**src/rtl/exu_alu_arb.sv**
```systemverilog
// Arbitrates one EXU ALU between the issue pipe (req0) and a secondary source (req1).
// Define EXU_ALU_ARB_STATS_EN to add the grant/override statistics counters.
module exu_alu_arb #(
    parameter int OPW          = 24,
    parameter int TAGW         = 4,
    parameter int STARVE_LIMIT = 8,
    parameter int MAX_LOCK     = 4
) (
    input  logic            clk,
    input  logic            rst,
    input  logic            freeze,
    input  logic            flush,
    input  logic            req0_valid,
    output logic            req0_ready,
    input  logic [31:0]     req0_a,
    input  logic [31:0]     req0_b,
    input  logic [OPW-1:0]  req0_op,
    input  logic [TAGW-1:0] req0_tag,
    input  logic            req1_valid,
    output logic            req1_ready,
    input  logic            req1_lock,
    input  logic [31:0]     req1_a,
    input  logic [31:0]     req1_b,
    input  logic [OPW-1:0]  req1_op,
    input  logic [TAGW-1:0] req1_tag,
    output logic            alu_valid,
    output logic            alu_enable,
    output logic [31:0]     alu_a,
    output logic [31:0]     alu_b,
    output logic [OPW-1:0]  alu_op,
    input  logic [31:0]     alu_out,
    output logic [1:0]      rsp_valid,
    output logic [31:0]     rsp_data,
    output logic [TAGW-1:0] rsp_tag
`ifdef EXU_ALU_ARB_STATS_EN
    ,
    output logic [31:0]     gnt0_cnt,
    output logic [31:0]     gnt1_cnt,
    output logic [31:0]     force_cnt
`endif
);

    typedef struct packed {
        logic [31:0]     a;
        logic [31:0]     b;
        logic [OPW-1:0]  op;
        logic [TAGW-1:0] tag;
    } req_t;

    typedef enum logic [1:0] {ARB, LOCK1, DRAIN} state_t;

    state_t      state, state_nx;
    logic [7:0]  starve_cnt, starve_nx;
    logic [3:0]  lock_cnt, lock_nx;
    logic [1:0]  vld, rdy, gnt;
    logic [1:0]  rsp_own;
    logic [TAGW-1:0] tag_q;
    logic        at_limit;
    req_t [1:0]  req;
    req_t        win;

    assign req[0]   = {req0_a, req0_b, req0_op, req0_tag};
    assign req[1]   = {req1_a, req1_b, req1_op, req1_tag};
    assign vld      = {req1_valid, req0_valid};
    assign at_limit = (starve_cnt == 8'(STARVE_LIMIT));

    always_comb begin
        rdy = '0;
        if (!(rst || freeze || flush)) begin
            case (state)
                ARB: begin
                    if (at_limit && vld[1]) rdy[1] = 1'b1;
                    else if (vld[0])        rdy[0] = 1'b1;
                    else                    rdy[1] = vld[1];
                end
                LOCK1:   rdy[1] = vld[1];
                default: rdy = '0;
            endcase
        end
    end

    assign gnt        = vld & rdy;
    assign req0_ready = rdy[0];
    assign req1_ready = rdy[1];
    assign win        = gnt[1] ? req[1] : req[0];

    assign alu_valid  = |gnt;
    assign alu_enable = |gnt;
    assign alu_a      = (|gnt) ? win.a  : '0;
    assign alu_b      = (|gnt) ? win.b  : '0;
    assign alu_op     = (|gnt) ? win.op : '0;

    always_comb begin
        state_nx  = state;
        lock_nx   = lock_cnt;
        starve_nx = starve_cnt;
        if (flush) begin
            state_nx  = DRAIN;
            lock_nx   = '0;
            starve_nx = '0;
        end else if (!freeze) begin
            case (state)
                ARB: begin
                    // A MAX_LOCK of 1 means the first locked grant is already the last.
                    if (gnt[1] && req1_lock && MAX_LOCK > 1) begin
                        state_nx = LOCK1;
                        lock_nx  = 4'd1;
                    end
                end
                LOCK1: begin
                    if (!vld[1]) begin
                        state_nx = ARB;
                        lock_nx  = '0;
                    end else if (gnt[1]) begin
                        if (!req1_lock || (lock_cnt + 4'd1 == 4'(MAX_LOCK))) begin
                            state_nx = ARB;
                            lock_nx  = '0;
                        end else begin
                            lock_nx  = lock_cnt + 4'd1;
                        end
                    end
                end
                default: state_nx = ARB;
            endcase
            // A req1 transfer (including the forced lock exit) resets the starvation window.
            if (gnt[1] || !vld[1]) starve_nx = '0;
            else if (!at_limit)    starve_nx = starve_cnt + 8'd1;
        end
    end

    always_ff @(posedge clk) begin
        if (rst) begin
            state      <= ARB;
            starve_cnt <= '0;
            lock_cnt   <= '0;
            rsp_own    <= '0;
            tag_q      <= '0;
        end else begin
            state      <= state_nx;
            starve_cnt <= starve_nx;
            lock_cnt   <= lock_nx;
            if (flush) begin
                rsp_own <= '0;
            end else if (!freeze) begin
                rsp_own <= gnt;
                if (|gnt) tag_q <= win.tag;
            end
        end
    end

    assign rsp_valid = (rst || freeze || flush) ? 2'b00 : rsp_own;
    assign rsp_data  = alu_out;
    assign rsp_tag   = tag_q;

`ifdef EXU_ALU_ARB_STATS_EN
    logic [1:0][31:0] gnt_cnt;
    logic             force_gnt;

    assign force_gnt = (state == ARB) && at_limit && gnt[1];

    for (genvar i = 0; i < 2; i++) begin : g_gcnt
        always_ff @(posedge clk) begin
            if (rst)                                      gnt_cnt[i] <= '0;
            else if (!freeze && gnt[i] && gnt_cnt[i] != '1) gnt_cnt[i] <= gnt_cnt[i] + 32'd1;
        end
    end

    always_ff @(posedge clk) begin
        if (rst)                                      force_cnt <= '0;
        else if (!freeze && force_gnt && force_cnt != '1) force_cnt <= force_cnt + 32'd1;
    end

    assign gnt0_cnt = gnt_cnt[0];
    assign gnt1_cnt = gnt_cnt[1];
`endif

endmodule

```
**config.mk**
```make
export PLATFORM = sky130hd
export DESIGN_NAME = exu_alu_arb
export DESIGN_NICKNAME = d
export VERILOG_FILES = /design/src/rtl/exu_alu_arb.sv
export SDC_FILE = /design/constraint.sdc
export NUM_CORES = 1
export LEC_CHECK = 0
export CORE_AREA = 2 2 139 141
export DETAILED_ROUTE_END_ITERATION = 7
export DIE_AREA = 0 0 141 143
export GPL_ROUTABILITY_DRIVEN = 0
export GPL_TIMING_DRIVEN = 0
export SLEW_MARGIN = 20
export SYNTH_ARGS = -nofsm -noshare
export SYNTH_HDL_FRONTEND = slang
export SYNTH_SLANG_ARGS = --single-unit
```
**constraint.sdc**
```tcl
create_clock -name clk -period 5.6 [get_ports clk]
set_clock_uncertainty 0.1 [all_clocks]
set_input_delay 0.84 -clock clk [delete_from_list [all_inputs] [get_ports clk]]
set_output_delay 0.84 -clock clk [all_outputs]
set_load 0.05 [all_outputs]
```
Yosys cells after proc, flatten, opt, wreduce, memory -nomap -nowiden

Cells that the tools add are included.

Bits in registers: 20
Bits of input ports: 223
Output and inout port bits: 130
Word-level logic and storage cells: 65

Add/sub/neg operators: 2
Eq/ne operators: 11
Multiplexer cells: 26
Bitwise gates (word level): 3
Reductions and logical operators: 17

Operator list:

| cell                  | number |
|---|---|
| $mux W92              | 1 |
| $mux W32              | 2 |
| $mux W24              | 1 |
| $mux W2               | 8 |
| $mux W4               | 4 |
| $mux W8               | 2 |
| $reduce_and A4 Y1     | 3 |
| $ne A3 B3 Y1 const B  | 3 |
| $add A8 B1 Y8 const B | 1 |
| $eq A8 B4 Y1 const B  | 1 |
| $ne A4 B4 Y1 const B  | 2 |
| $pmux W4 S2           | 1 |
| $mux W1               | 5 |
| $add A4 B1 Y4 const B | 1 |
| $eq A4 B3 Y1 const B  | 1 |
| $logic_or A1 B1 Y1    | 4 |
| $ne A2 B1 Y1 const B  | 2 |
| $pmux W2 S2           | 1 |
| $reduce_or A2 Y1      | 2 |
| $reduce_and A3 Y1     | 1 |
| $and A2 B2 Y2         | 1 |
| $eq A2 B1 Y1 const B  | 1 |
| $logic_and A1 B1 Y1   | 2 |
| $logic_not A1 Y1      | 2 |
| 6 further kinds       | 7 |

Logic depth before layout (Yosys ltp)

Depth after elaboration: 11
Mapped depth: 9
Depth with buffers taken out: 7

Worst setup path before layout

No wires, ideal clock.

Kind: in2out
From: input rst
To: output alu_op[15]
Data arrival time: 2.833 ns
Data required time: 4.660 ns
Slack: 1.827 ns
Stages: 6
Buffers on the path: 2
Cells stage by stage: clkbuf_1 nor2_2 nand3_1 a21oi_2 clkbuf_1 a22o_1

Cells in the longest elaborated chain, start to end: 6
Elaborated cells between the ends (all ways): 7
Those cells by class: mux: 3; bitwise: 1; reduce/logical: 3

Ends and longest elaborated chain:

| element                          | line | text |
|---|---|---|
| start, declared                  | 10   | `input logic rst,` |
| $logic_or A1 B1 Y1 (2 in series) | 69   | `if (!(rst \|\| freeze \|\| flush)) begin` |
| $mux W2                          | 69   |  |
| net req0_ready                   | 14   | `output logic req0_ready,` |
| $and A2 B2 Y2                    | 82   | `assign gnt = vld & rdy;` |
| $reduce_or A2 Y1                 | 91   | `assign alu_op = (\|gnt) ? win.op : '0;` |
| $mux W24                         | 91   |  |
| end, declared                    | 30   | `output logic [OPW-1:0] alu_op,` |

The timed path passes the listed nets, and every way through them passes these cells.

Worst setup path after layout

From: input flush
To: output alu_a[31]

Cells in the longest elaborated chain, start to end: 5
Elaborated cells between the ends (all ways): 6
Those cells by class: mux: 3; bitwise: 1; reduce/logical: 2

Ends and longest elaborated chain:

| element                                             | line   | text |
|---|---|---|
| start, declared                                     | 12     | `input logic flush,` |
| $logic_or A1 B1 Y1 *                                | 69     |  |
| $mux W2 *                                           | 69     |  |
| $and A2 B2 Y2 *                                     | 82     |  |
| $mux W92 / $reduce_or A2 Y1 (equally long branches) | 85, 89 |  |
| $mux W32 *                                          | 89     | `assign alu_a = (\|gnt) ? win.a : '0;` |
| end, declared                                       | 28     | `output logic [31:0] alu_a,` |

Every way passes the cells marked *; elsewhere a longest branch is shown, timed or not.

==> run metrics <==
Hold Fails Final Rpt 0; full die area between 20,000 and 25,000 µm²; Logic pwr share around 53%; Total Routing Usage GR roughly 13%; via count ~3,400; P per Cell Area 114 nW/µm²; reg2reg start starve_cnt[0]$_SDFFE_PP0P_; Tightest Hold Check Type flop to flop; CTS Hold Bufs 0; syn_nets just under 500; GRT overflow 0; drt drc 0; Netlist cell types 41; antenna violations before repair 2; Placement Rows 50; fill count slightly below 2,000; Setup Viol. Count Final 0; vias in the first global route between 3,000 and 4,000; EDFF count, synth 0; CTS buffer count 3; Reg clk slew, reported paths 60 ps; crit path kind input port to primary output; GR peak layer met2; first-pass GRT wire length a little under 20,000 µm; maximum vdd ir drop slightly above 0.09 mV; layout cell share with drive strength beyond 1 11.1%; largest net degree at the start of global routing 12; width of the die about 140 µm; post-synthesis sequential area ratio roughly 18%; FF/Latch Area about 400 µm²; met1 usage 16.4%; Via density 4.12; CTS tree done; final worst-path cycle share a little over four fifths; first-pass detailed-route iteration total 5; Worst Tran Pin Value roughly 610 ps; worst reg-to-reg path cell count 8; Synth Cell Area 2250 µm²; fmax 214 MHz; Clk pwr share 24.9%; share of power burned in registers between 20% and 30%; Synth area leader a22o_1; post-CTS setup buffers 0; Crit path required time 4660 ps; Clock Path Buffers 2; Internal around 0.00044 W; drt total wl between 10,000 and 15,000 µm; Synth async-reset ratio 0%; die height around 140 µm; area share of the largest cell type after synthesis roughly a third; Final #Nets roughly 800; startpoint types input port; clk root buf clkbuf_16; area of the multi-input gates around 1400 µm²; routed len/inst 17.7 µm; worst relative slew slack 59.2%; fin crit period between 4000 and 5000 ps; switching portion of total power about 33%; Final HPWL DP between 10,000 and 15,000 µm; M3 GR Usage around 3.8%; Max H-tree Level 1; number of routed nets with antenna violations 0; PortBufs 318; Clk Latency, worst-skew pair around 250 ps; register bit total from synthesis 20; WHS Endpoint rsp_own[1]$_SDFFE_PP0N_; met2 GRT Util 21.4%; Pins Over Slew Limit 0; Hold Startpoint rsp_own[1]$_SDFFE_PP0N_; # IOs about 350; Max-Cap Viols 0; Sum Neg Setup Slack 0 ps; initial DRC count 89; synthesis warning total 0; CP endpoint kind primary output; Primary FF master, synth dfxtp_1; Mapped Cells around 270; Switching Power around 0.00022 W; outcome completed; Leak Pwr approximately 2.2 nW; core area between 15,000 and 20,000 µm²; Power Total around 0.00066 W; ranking of synthesized cells by area a22o_1, dfxtp_1, buf_4; Critical Path AT 3740 ps; WHS Path Cells 2; cts repair resizes 0; starting density of the core approximately 12%; synth-to-layout area growth 158%; RSZ-0062 raised after global routing false; CTS Sinks 20; Avg Cell Area, Syn around 8.5 µm²; R2R Path End rsp_tag[2]$_SDFFE_PP0P_; Critical Path Fanout Max 10; R2R Setup Slk 3370 ps
-- per-layer routing --
layer  up-vias  wire, µm  part of all wire (%)
met5         -        13                 0.089
met4         2       140                  0.96
met3         9      1330                   9.1
met2       184      7090                    49
met1      1550      5980                    41
li1       1647         -                     -
-- cells in the final DEF, fill, tap and decap left out, types with 2 or more instances in the layout --
cell               n
nand2_1           10
clkbuf_16          3
nor2_1            14
a21oi_1            5
buf_2              9
clkbuf_1           4
clkdlybuf4s50_1  318
o41ai_1            2
o21ai_0            3
nor3b_1            2
or2_2              2
mux2i_1            4
inv_1              6
ha_1               4
nand3_1            8
a211oi_1           4
nor2b_1            5
xor2_1             5
a22o_1            88
o211ai_1           4
buf_6             10
dfxtp_1           20
buf_4             34
a31oi_1            3
a311oi_1           2
-- power groups by stage --
stage	Combinational (W)	Clock (W)	Sequential [W]
2_1_floorplan	0.000150	0	0.000152
3_5_place_dp	0.000352	0	0.000149
5_1_grt	0.000368	0.000174	0.000146
4_1_cts	0.000354	0.000168	0.000146
3_3_place_gp	0.000352	0	0.000149
6_report	0.000352	0.000165	0.000146
-- kinds of logic after synthesis --
group	Yosys count	share of synthesized area, %
AOI/OAI and AO/OA	117	43.5
xor gates and xnor gates	6	2.33
adders and majority gates	4	2.22
buffers and inverters	64	20.2
DFF	20	17.8
muxes	4	1.78
and+or+nand+nor	51	12.2
-- critical path, stage by stage --
cell and delay, ps:
clkdlybuf4s50_1 470, nor2_2 370, nand3_1 140, a21oi_2 320, buf_6 230, buf_2 300, a22o_1 190, clkdlybuf4s50_1 850
-- worst max path at each step --
stage	startpoint	to	slack [ps]	cells past startpoint
finish	flush	alu_a[31]	920	8
global route	flush	alu_a[31]	710	8
CTS	flush	alu_a[31]	870	8
detailed placement	flush	alu_a[31]	880	8
global placement	flush	alu_a[31]	870	8
floorplan	rst	alu_op[15]	1830	6
-- metrics by stage --
stage | hold slack, ps | cells | instance area (µm²) | util (%) | setup slack [ps]
finish | 355 | 823 | 5820 | 31.3 | 925
global route | 374 | 823 | 5820 | 31.3 | 707
CTS | 359 | 822 | 5820 | 31.3 | 872
detailed placement | 351 | 818 | 5730 | 30.8 | 875
global placement | 343 | 818 | 5730 | 30.8 | 873
floorplan | 332 | 266 | 2250 | - | 1830
-- cell type report --
cell class              instances  share of cell area (%)
well taps                     234                    5.03
multi-input cells             182                    24.0
repair buffers                318                    54.7
flip-flops and latches         20                    6.88
plain buffers                  57                    7.35
clock buffers                   4                    1.53
inverters                       7                   0.452
diodes                          1                  0.0430
-- sequential cells by signal (all words and copies together) (netlist names) --
signal and cells:
starve_cnt 8, lock_cnt 4, rsp_tag 4, rsp_own 2
state 2
-- synthesized netlist by cell type, types with 2 or more instances --
cell type,number
o211ai_1,4
xor2_1,5
clkbuf_1,4
ha_1,4
o21ai_0,3
buf_6,10
a31oi_1,3
buf_4,34
mux2i_1,4
or2_2,2
nor2b_1,5
inv_1,6
dfxtp_1,20
o41ai_1,2
buf_2,9
a211oi_1,4
nand3_1,8
nor2_1,14
nor3b_1,2
a22o_1,88
a311oi_1,2
nand2_1,10
a21oi_1,5
Power figures use the tool's default switching activity.
